$ cat config.mk
export PLATFORM = sky130hd
export DESIGN_NAME = mem_arbiter
export DESIGN_NICKNAME = d
export VERILOG_FILES = /design/src/rtl/mem_arbiter.sv
export SDC_FILE = /design/constraint.sdc
export NUM_CORES = 1
export LEC_CHECK = 0
export ABC_AREA = 1
export CORE_MARGIN = 2
export CORE_UTILIZATION = 34
export DETAILED_ROUTE_END_ITERATION = 6
export PLACE_DENSITY_LB_ADDON = 0.12
export SLEW_MARGIN = 20
export SYNTH_ARGS = -nofsm -noshare
export SYNTH_HDL_FRONTEND = slang
export SYNTH_SLANG_ARGS = --single-unit
$ cat constraint.sdc
create_clock -name test_clk -period 1.3 [get_ports test_clk]
set_input_delay 0.26 -clock test_clk [delete_from_list [all_inputs] [get_ports test_clk]]
set_output_delay 0.26 -clock test_clk [all_outputs]
set_load 0.05 [all_outputs]
$ cat src/rtl/mem_arbiter.sv
// Two-port arbiter (CPU and debug/loader) in front of a single-port RAM with registered reads.
// Round-robin or fixed CPU priority, plus an exclusive debug lock mode.
module mem_arbiter #(
  parameter bit RR_EN = 1'b1
) (
  input  logic        test_clk,
  input  logic        test_rst_n,
  input  logic        cpu_req,
  input  logic        cpu_we,
  input  logic [14:0] cpu_addr,
  input  logic [15:0] cpu_wdata,
  output logic        cpu_gnt,
  output logic        cpu_rvalid,
  output logic [15:0] cpu_rdata,
  input  logic        dbg_req,
  input  logic        dbg_we,
  input  logic [14:0] dbg_addr,
  input  logic [15:0] dbg_wdata,
  input  logic        dbg_lock,
  output logic        dbg_gnt,
  output logic        dbg_rvalid,
  output logic [15:0] dbg_rdata,
  output logic [14:0] mem_test_addr,
  output logic        mem_test_we,
  output logic [15:0] mem_test_wdata,
  input  logic [15:0] mem_test_rdata
);

  typedef enum logic [0:0] {StArb, StLock} state_e;

  state_e      state_q, state_d;
  logic        ptr_dbg_q, ptr_dbg_d;  // 1: debug port wins the next tie
  logic        cpu_rd_q, dbg_rd_q;
  logic [15:0] cpu_hold_q, dbg_hold_q;

  // State register
  always_ff @(posedge test_clk or negedge test_rst_n) begin
    if (!test_rst_n) begin
      state_q <= StArb;
    end else begin
      state_q <= state_d;
    end
  end

  // Next-state logic
  always_comb begin
    state_d = state_q;
    unique case (state_q)
      StArb:   if (dbg_gnt && dbg_lock) state_d = StLock;
      StLock:  if (!dbg_lock) state_d = StArb;
      default: state_d = StArb;
    endcase
  end

  // Grant outputs; nothing is granted while reset is asserted
  always_comb begin
    cpu_gnt = 1'b0;
    dbg_gnt = 1'b0;
    if (test_rst_n) begin
      unique case (state_q)
        StArb: begin
          if (cpu_req && dbg_req) begin
            if (RR_EN && ptr_dbg_q) dbg_gnt = 1'b1;
            else                    cpu_gnt = 1'b1;
          end else begin
            cpu_gnt = cpu_req;
            dbg_gnt = dbg_req;
          end
        end
        StLock:  dbg_gnt = dbg_req;
        default: ;
      endcase
    end
  end

  always_comb begin
    ptr_dbg_d = ptr_dbg_q;
    if (cpu_gnt)      ptr_dbg_d = 1'b1;
    else if (dbg_gnt) ptr_dbg_d = 1'b0;
  end

  always_comb begin
    mem_test_addr  = '0;
    mem_test_we    = 1'b0;
    mem_test_wdata = '0;
    if (cpu_gnt) begin
      mem_test_addr  = cpu_addr;
      mem_test_we    = cpu_we;
      mem_test_wdata = cpu_wdata;
    end else if (dbg_gnt) begin
      mem_test_addr  = dbg_addr;
      mem_test_we    = dbg_we;
      mem_test_wdata = dbg_wdata;
    end
  end

  // Read-return tags and per-port data hold registers
  always_ff @(posedge test_clk or negedge test_rst_n) begin
    if (!test_rst_n) begin
      ptr_dbg_q  <= 1'b0;
      cpu_rd_q   <= 1'b0;
      dbg_rd_q   <= 1'b0;
      cpu_hold_q <= '0;
      dbg_hold_q <= '0;
    end else begin
      ptr_dbg_q <= ptr_dbg_d;
      cpu_rd_q  <= cpu_gnt & ~cpu_we;
      dbg_rd_q  <= dbg_gnt & ~dbg_we;
      if (cpu_rd_q) cpu_hold_q <= mem_test_rdata;
      if (dbg_rd_q) dbg_hold_q <= mem_test_rdata;
    end
  end

  assign cpu_rvalid = cpu_rd_q;
  assign dbg_rvalid = dbg_rd_q;
  assign cpu_rdata  = cpu_rd_q ? mem_test_rdata : cpu_hold_q;
  assign dbg_rdata  = dbg_rd_q ? mem_test_rdata : dbg_hold_q;

endmodule

Word-level counts from Yosys, hierarchy flattened --
Index checks and enable logic that the tools add are counted.
Word-level totals: input port bits 85, output and inout bits 68, word-level logic and storage cells 35, register bits 36
Operators by class: reduce and logical (&&, ||, !) cells 3, muxes and demuxes 21, bitwise logic cells 5
Operators by type and width (number):
- $mux W16 | 4
- $mux W15 | 2
- $mux W1 | 13
- $pmux W1 S2 | 2
- $not A1 Y1 | 3
- $and A1 B1 Y1 | 2
- $logic_and A1 B1 Y1 | 2
- $reduce_bool A2 Y1 | 1

Logic depth before layout (Yosys ltp) --
Gate-level depths: netlist of run 1.
depth after elaboration 7, depth in mapped cells 6, gate-level depth less buffers 4

Worst setup path after synthesis of run 1 --
No wires, ideal clock.
path kind flip-flop to output port, start point register dbg_rd_q (netlist: dbg_rvalid), end point output port dbg_rdata[10], cell stages (with the launch flop) 4, slack -0.365 ns, path buffers 2, arrival 1.405 ns, cell sequence dfrtp_1 -> buf_6 -> buf_8 -> mux2_2
On the way: cells in the longest elaborated chain, start to end 1
RTL lines:
- from (decl) | RTL line 33 | logic cpu_rd_q, dbg_rd_q;
- from (signal assigned) | RTL line 108 | dbg_rd_q <= dbg_gnt & ~dbg_we;
- $mux W16 | RTL line 117 | assign dbg_rdata = dbg_rd_q ? mem_test_rdata : dbg_hold_q;
- to (decl) | RTL line 22 | output logic [15:0] dbg_rdata,
Every way passes these cells.

Worst setup path in the final report of run 1 --
start point register state_q, end point output port mem_test_addr[3]
On the way: cells in the longest elaborated chain, start to end 5, elaborated cells on any way between the ends 7, classes of those cells mux (6); bitwise (1)
RTL lines:
- from (decl) | RTL line 31 | state_e state_q, state_d;
- from (signal assigned) | RTL line 39 | state_q <= StArb;
- from (signal assigned) | RTL line 41 | state_q <= state_d;
- $not A1 Y1
- $pmux W1 S2 | RTL line 60 | unique case (state_q)
- $mux W1 | RTL line 59 | if (test_rst_n) begin
- $mux W15 | RTL line 90 | end else if (dbg_gnt) begin
- $mux W15 * | RTL line 86 | if (cpu_gnt) begin
- to (decl) | RTL line 23 | output logic [14:0] mem_test_addr,
Mark *: on every way between the ends. The rest lies on a longest branch, timed or not.

==> results of run 1 <==
==> cells by family (layout without fill, tap and decap cells) <==
kind of cell	Yosys count	after routing	share of synthesized area [%]
and+or+nand+nor	107	107	27.3
DFF	36	36	44.3
muxes	32	32	18.3
buffers and inverters	26	212	9.79
AOI/OAI and AO/OA	1	1	0.246
==> area by class of cell <==
| cell class | instances | area (um2) | share of cell area, % |
|---|---|---|---|
| timing repair buffer | 198 | 2470 | 50.9 |
| sequential | 36 | 905 | 18.6 |
| inverter | 6 | 25.0 | 0.515 |
| clock inverter | 1 | 7.51 | 0.155 |
| tap | 75 | 93.8 | 1.93 |
| clock buffer | 7 | 86.3 | 1.78 |
| multi-input combinational | 140 | 1270 | 26.1 |
==> critical path, cell delays in order (launching register included) <==
cell	delay, ns
dfrtp_2	0.45
nor2_2	0.16
nand2_2	0.09
buf_12	0.17
nand3_1	0.12
nand2_4	0.07
buf_12	0.15
==> registers in the layout (all words and copies together), names as in the netlist <==
signal	cells
cpu_hold_q	16
dbg_hold_q	16
cpu_rvalid	1
dbg_rvalid	1
ptr_dbg_q	1
state_q	1
==> final timing paths <==
| path | startpoint | to | cells after the start |
|---|---|---|---|
| min reg2reg | cpu_hold_q[12] | cpu_hold_q[12] | 1 |
| min | test_rst_n | dbg_hold_q[2] | 2 |
| max | state_q | mem_test_addr[3] | 6 |
| max reg2reg | cpu_rvalid | cpu_hold_q[14] | 4 |
| min in group test_clk | dbg_req | ptr_dbg_q | 4 |
| max in group asynchronous | test_rst_n | cpu_rvalid | 3 |
==> cells in the final DEF (no fill, tap or decap), types with 9 or more instances in the layout <==
cell and instances:
buf_12 43, nand4_1 32, clkdlybuf4s50_1 81, buf_8 14, dfrtp_1 33, buf_6 26
nand3_1 27, nand2_4 26, nand2_2 9, mux2_4 32, buf_4 28
==> metal layers <==
| layer | vias up | track usage [%] | share of wire, % |
|---|---|---|---|
| met2 | 103 | 39.7 | 54 |
| met1 | 1091 | 27.7 | 37 |
| met5 | - | 0 | 0 |
| met4 | 0 | 5.93 | 1.3 |
| li1 | 1085 | - | - |
| met3 | 14 | 5.78 | 6.8 |
==> power by group <==
group	internal (mW)	total [mW]	switching (mW)
Sequential	1.39	1.49	0.0988
Clock	0.430	0.803	0.373
Combinational	1.89	4.01	2.12
Total	3.71	6.30	2.59
==> timing repair <==
action | CTS | global route
resized for setup | 59 | 21
hold buffers | 0 | 1
cloned | 0 | 2
hold endpoints to repair | 0 | 1
setup buffers | 7 | 10
setup endpoints to repair | 66 | 68
==> metrics, run 1 <==
status=finished with violations; failing checks=setup timing; number of global-route vias before repair=2,371; Port Buf Inserts=152; yosys warns=0; Synth area leader=dfrtp_1; layout cell share with drive strength beyond 1=52.1%; clock sink count=36; Clock Path Buffers=2; via count=2,293; Pleak=2.17 nW; cell count after placement=437; Synth Register Bits=36; global-route wire length before repair=11,500 um; Worst R2R Setup Slack=0.03 ns; Final Power=6.30 mW; DRT antenna net count=0; worst slew pin tran=0.179 ns; H-tree depth=2; Syn Nets=287; VDD IR max=1040 uV; Area contributors post-synth=dfrtp_1, mux2_2, nand4_1; Worst Path Required=1.04 ns; WS Path Type=flop to output pin; Worst Path Max Fanout=29; Max Cap Viol=0; share of flip-flops with an asynchronous set or reset=100%; DRC errors left=0; area share of the largest cell type after synthesis=44.3%; CTS tree=yes; worst hold path type=primary input to asynchronous set/reset pin; die area=6610 um2; clk_skew=0.00710 ns; clk root buf=clkbuf_8; placed cell areas=4320 um2; Clk Latency, worst-skew pair=0.28 ns; cts bufs inserted=5; Starting Density=34.7%; Power Density=1300 nW/um2; post-layout min period=1.75 ns; Non-Filler Instances=463; fin crit share=135%; Initial DRC Count=76; slew margin rel.=88.0%; final worst setup slack=-0.453 ns; Yosys cell types=18; Post-Route WL=7920 um; initial antenna violation count=0; most instantiated cells after synthesis=dfrtp_1, nand2_1, nand4_1; Seq/Total Area, Yosys=44.3%; Nets=472; clock slew at reported path FFs=0.07 ns; Global Route Usage Sum=22.7%; Synth Cell Area=2030 um2; core footprint=5850 um2; Antenna Cells=0; critical path startpoint category=flop; # fillers=342; Die W=81.3 um; number of top-level pins=153; Synth Instances=202; Post-synth EDFFs=0; Die Ht=81.3 um; Achievable Freq=570 MHz; Worst Path Arrival=1.49 ns; RSZ-0062 raised after global routing=true; grt total ovfl=0; Final Util=83.0%; final count of hold timing violations=0; final setup fails=68; post-route design area=4850 um2; fin. max-slew vios=0; Avg Cell Area, Syn=10.1 um2; Fin Hold WS=0.0161 ns; Layout Area Growth over Synthesis=139%; CP endpoint kind=output pin; RD Place Congestion=0.741; routed vias/inst=4.95; sum of negative setup slack=-24.86 ns; routed len/inst=17.1 um; HPWL Detailed=5810 um; FP Rows=28; largest net degree at the start of global routing=34; Synth Flop Type=dfrtp_1; worst slack, placed=-0.453 ns; TritonRoute pass-1 iters=4
Power figures use the tool's default switching activity.
==> run 2, diff against run 1 <==
--- a/config.mk
+++ b/config.mk
@@ -10,6 +10,7 @@
 export CORE_UTILIZATION = 34
 export DETAILED_ROUTE_END_ITERATION = 6
 export PLACE_DENSITY_LB_ADDON = 0.12
+export SKIP_CTS_REPAIR_TIMING = 1
 export SLEW_MARGIN = 20
 export SYNTH_ARGS = -nofsm -noshare
 export SYNTH_HDL_FRONTEND = slang
==> metrics, run 2 (same netlist as run 1, synthesis figures left out) <==
RSZ-0062 raised after global routing=true (unchanged); FP Rows=28 (unchanged); leading cell type in the layout, fill and taps excluded=clkdlybuf4s50_1 (unchanged); core footprint=5850 um2 (unchanged); Non-Filler Instances=456 (was 463); largest net degree at the start of global routing=34 (unchanged); Final Power=6.18 mW (was 6.30 mW); routed len/inst=17.8 um (was 17.1 um); failing checks=setup timing (unchanged); Nets=465 (was 472); Power Density=1270 nW/um2 (was 1300 nW/um2); Clock Path Buffers=2 (unchanged); clk root buf=clkbuf_8 (unchanged); number of global-route vias before repair=2,273 (was 2,371); cell count after placement=437 (unchanged); DRC errors left=0 (unchanged); # fillers=337 (was 342); slew margin rel.=85.9% (was 88.0%); Post-Route WL=8100 um (was 7920 um); met3 usage=6.00% (was 5.78%); CP Cell Sequence=clkdlybuf4s50_1 > inv_2 > nor2_4 > buf_4 > nand4_1 > nand2_4 > buf_12 (was nor2_2 > nand2_2 > buf_12 > nand3_1 > nand2_4 > buf_12); cts bufs inserted=5 (unchanged); global-route wire length before repair=10,700 um (was 11,500 um); fin. max-slew vios=0 (unchanged); most frequent cells in the layout=clkdlybuf4s50_1, buf_12, dfrtp_1 (unchanged); via count=2,314 (was 2,293); Antenna Cells=0 (unchanged); Port Buf Inserts=152 (unchanged); clock sink count=36 (unchanged); met2 usage=35.5% (was 39.7%); RD Place Congestion=0.741 (unchanged); sum of negative setup slack=-24.18 ns (was -24.86 ns); WP buf/inv=4 (was 2); clock slew at reported path FFs=0.06 ns (was 0.07 ns); fin crit share=137% (was 135%); initial antenna violation count=0 (unchanged); Worst Path Arrival=1.52 ns (was 1.49 ns); slowest cell delay on critical path=0.49 ns (was 0.45 ns); Initial DRC Count=89 (was 76); Clk Latency, worst-skew pair=0.28 ns (about the same); met1 global-route usage=26.2% (was 27.7%); layout cell share with drive strength beyond 1=54.9% (was 52.1%); status=finished with violations (unchanged); Max Cap Viol=0 (unchanged); grt total ovfl=0 (unchanged); Die Ht=81.3 um (unchanged); CP endpoint kind=output pin (unchanged); number of top-level pins=153 (unchanged); Worst Path Required=1.04 ns (about the same); CP Launch Point=cpu_req (was state_q); critical path startpoint category=primary input (was flop); final count of hold timing violations=0 (unchanged); worst slew pin tran=0.212 ns (was 0.179 ns); final worst setup slack=-0.481 ns (was -0.453 ns); CP top delay family=buffers and inverters (was flip-flops); CP max stage cell=clkdlybuf4s50_1 (was dfrtp_2); HPWL Detailed=5810 um (unchanged); H-tree depth=2 (unchanged); Layout Area Growth over Synthesis=140% (was 139%); routed vias/inst=5.07 (was 4.95); clk_skew=0.00868 ns (was 0.00710 ns); Fin Hold WS=0.00966 ns (was 0.0161 ns); worst r2r src=dbg_rvalid (was cpu_rvalid); Worst Path Max Fanout=12 (was 29); DRT antenna net count=0 (unchanged); TritonRoute pass-1 iters=4 (unchanged); Achievable Freq=562 MHz (was 570 MHz); VDD IR max=999 uV (was 1040 uV); Largest regs=cpu_hold_q x16, dbg_hold_q x16 (unchanged); WS Path Type=primary input to output pin (was flop to output pin); Starting Density=34.7% (unchanged); die area=6610 um2 (unchanged); Pleak=2.16 nW (was 2.17 nW); Top Usage Layer GRT=met2 (unchanged); Die W=81.3 um (unchanged); worst hold path type=primary input to asynchronous set/reset pin (unchanged); CTS tree=yes (unchanged); Global Route Usage Sum=21.0% (was 22.7%); post-layout min period=1.78 ns (was 1.75 ns); final setup fails=66 (was 68)
==> run 2: layer usage <==
layer  vias up  wire [um]
li1       1072          -
met1      1101       3000
met2       123       4280
met3        18        680
met4         0        140
met5         -          0
==> run 2: path summary, 6_finish.rpt <==
path | endpoint | slack (ns) | depth (start not counted)
setup reg to reg | dbg_hold_q[14] | 0.03 | 4
min in group test_clk | ptr_dbg_q | 0.37 | 4
hold reg to reg | cpu_hold_q[12] | 0.50 | 1
max in group asynchronous | cpu_rvalid | 0.61 | 3
hold / removal | dbg_hold_q[2] | 0.01 | 2
setup / recovery | mem_test_wdata[0] | -0.48 | 7
==> run 2: cell type report <==
class / instances / area (um2) / share of cell area (%)
clock inverter: 1 / 7.51 / 0.154
clock buffer: 7 / 86.3 / 1.77
timing repair buffer: 191 / 2400 / 49.2
tap: 75 / 93.8 / 1.92
multi-input combinational: 140 / 1360 / 27.9
inverter: 6 / 25.0 / 0.513
sequential: 36 / 905 / 18.6
==> run 2: where the power goes <==
part	leakage [nW]	internal, mW	switching [mW]
sequential	0.428	1.39	0.0913
combinational	1.68	1.78	2.11
clock	0.0445	0.430	0.375
total	2.16	3.61	2.57
==> run 2: metrics by stage <==
| stage | util, % | cell area [um2] | worst slack [ns] |
|---|---|---|---|
| after CTS | 75.4 | 4410 | -0.478 |
| after global routing | 83.3 | 4880 | -0.537 |
| after detailed placement | 73.8 | 4320 | -0.453 |
| after global placement | 73.8 | 4320 | -0.434 |
| final | 83.3 | 4880 | -0.481 |
| after floorplan | - | 2300 | -0.174 |
==> run 2: worst reg2reg max path, delay by kind of cell, from the launching register on <==
family	cells	cell delay [ns]
multiplexers	1	0.31
buffers and inverters	3	0.40
flip-flops	1	0.44
==> run 3, diff against run 2 <==
--- a/config.mk
+++ b/config.mk
@@ -7,7 +7,7 @@
 export LEC_CHECK = 0
 export ABC_AREA = 1
 export CORE_MARGIN = 2
-export CORE_UTILIZATION = 34
+export CORE_UTILIZATION = 37
 export DETAILED_ROUTE_END_ITERATION = 6
 export PLACE_DENSITY_LB_ADDON = 0.12
 export SKIP_CTS_REPAIR_TIMING = 1
==> constraint.sdc (replaced) <==
create_clock -name test_clk -period 2.2 [get_ports test_clk]
set_input_delay 0.44 -clock test_clk [delete_from_list [all_inputs] [get_ports test_clk]]
set_output_delay 0.44 -clock test_clk [all_outputs]
set_load 0.05 [all_outputs]
==> metrics, run 3 (same netlist as run 1, synthesis figures left out) <==
status=complete, no violations (was finished with violations); DRC errors left=0 (unchanged); CTS tree=yes (unchanged); global-route wire length before repair=11,000 um (was 10,700 um); Power Density=786 nW/um2 (was 1270 nW/um2); slowest cell delay on critical path=0.50 ns (was 0.49 ns); # fillers=360 (was 337); clk root buf=clkbuf_8 (unchanged); Max Cap Viol=0 (unchanged); routed vias/inst=5.05 (was 5.07); layout cell share with drive strength beyond 1=37.6% (was 54.9%); multi-input logic area=940 um2 (was 1360 um2); worst slack, placed=0.0276 ns (was -0.453 ns); cell count after placement=418 (was 437); TritonRoute pass-1 iters=4 (unchanged); RSZ-0062 raised after global routing=false (was true); CP max stage cell=clkdlybuf4s50_1 (unchanged); FF+latch area=901 um2 (was 905 um2); RD Place Congestion=0.862 (was 0.741); slew margin rel.=80.7% (was 85.9%); CP top delay family=buffers and inverters (unchanged); Worst Path Max Fanout=18 (was 12); Worst Path Required=1.76 ns (was 1.04 ns); critical path startpoint category=primary input (unchanged); grt total ovfl=0 (unchanged); Crit path top cell by count=buf_12; Largest regs=cpu_hold_q x16, dbg_hold_q x16 (unchanged); Port Buf Inserts=152 (unchanged); Clock Path Buffers=2 (unchanged); WP buf/inv=4 (unchanged); Non-Filler Instances=429 (was 456); DRT antenna net count=0 (unchanged); leading cell type in the layout, fill and taps excluded=clkdlybuf4s50_1 (unchanged); clock slew at reported path FFs=0.07 ns (was 0.06 ns); Clk Latency, worst-skew pair=0.28 ns (about the same); die area=6100 um2 (was 6610 um2); core footprint=5200 um2 (was 5850 um2); CP Cell Sequence=clkdlybuf4s50_1 > nand2_2 > inv_2 > buf_12 > nand3_1 > nand2_1 > buf_12 (was clkdlybuf4s50_1 > inv_2 > nor2_4 > buf_4 > nand4_1 > nand2_4 > buf_12); fin. max-slew vios=0 (unchanged); Worst Path Arrival=1.70 ns (was 1.52 ns); CP endpoint kind=output pin (unchanged); clk_skew=0.00131 ns (was 0.00868 ns); Antenna Cells=0 (unchanged); VDD IR max=580 uV (was 999 uV); final setup fails=0 (was 66); number of global-route vias before repair=2,267 (was 2,273); Post-Route WL=7180 um (was 8100 um); Layout Area Growth over Synthesis=102% (was 140%); Achievable Freq=468 MHz; routed len/inst=16.7 um (was 17.8 um); Global Route Usage Sum=23.1% (was 21.0%); most frequent cells in the layout=clkdlybuf4s50_1, buf_12, buf_4 (was clkdlybuf4s50_1, buf_12, dfrtp_1); Nets=443 (was 465); final worst setup slack=0.0642 ns (was -0.481 ns); worst hold path type=primary input to asynchronous set/reset pin (unchanged); FP Rows=26 (was 28); Starting Density=39.0% (was 34.7%); Die Ht=78.1 um (was 81.3 um); sum of negative setup slack=0 ns (was -24.18 ns); H-tree depth=2 (unchanged); number of top-level pins=153 (unchanged); worst slew pin tran=0.290 ns (was 0.212 ns); Pleak=1.86 nW (was 2.16 nW); WS Path Type=primary input to output pin (unchanged); Die W=78.1 um (was 81.3 um); cts bufs inserted=5 (unchanged); largest net degree at the start of global routing=34 (unchanged); fin crit share=97.1%; post-layout min period=2.14 ns; Initial DRC Count=106 (was 89); final count of hold timing violations=0 (unchanged); clock sink count=36 (unchanged); via count=2,168 (was 2,314); initial antenna violation count=0 (unchanged); HPWL Detailed=5680 um (was 5810 um); Worst R2R Setup Slack=1.01 ns (was 0.03 ns)
-- run 3: changes by cell type in the layout (fill, tap and decap cells not counted), moves of 3 or more --
cell     change
buf_4       +15
buf_6       -31
buf_8        -6
dfrtp_1      +3
dfrtp_2      -3
mux2_2      +29
mux2_4      -29
nand2_1     +30
nand2_4     -29
nand3_1     +15
nand3_2     -14
-- run 3: metal layers --
metal  track usage, %  vias up  wire [um]
li1                 -     1025          -
met1             26.5     1036       2690
met3             10.1        8        641
met5                0        -          0
met2             39.7       99       3760
met4             5.44        0         91
-- run 3: path summary, 6_finish.rpt --
| kind | cells past startpoint | startpoint | endpoint |
|---|---|---|---|
| worst max-delay path | 7 | dbg_req | mem_test_addr[12] |
| worst min-delay path | 2 | test_rst_n | cpu_hold_q[2] |
| worst max register to register | 4 | state_q | cpu_rvalid |
| worst min register to register | 1 | cpu_hold_q[11] | cpu_hold_q[11] |
| max in group asynchronous | 2 | test_rst_n | cpu_hold_q[11] |
| min in group test_clk | 1 | cpu_hold_q[11] | cpu_hold_q[11] |
-- run 3: metrics by stage --
step                      util, %  power, mW  area (um2)  hold WS [ns]
after floorplan                 -       2.00        2030         0.144
after global placement       76.0       2.75        3960         0.301
after detailed placement     76.0       2.78        3960         0.297
after CTS                    77.7       3.24        4040       -0.0171
after global routing         78.8       3.37        4100         0.185
final                        78.8       3.22        4100         0.185
-- run 3: layout make-up --
cell class              count  area share, %
repair buffers            169           50.3
multi-input cells         140           22.9
flip-flops and latches     36           22.0
well taps                  70           2.14
clock buffers               7           1.86
inverters                   6          0.549
clock inverters             1          0.214
-- run 3: power by group --
part / internal [mW] / switching (mW)
logic: 0.774 / 1.14
clock network: 0.226 / 0.222
registers: 0.821 / 0.0443
total: 1.82 / 1.40
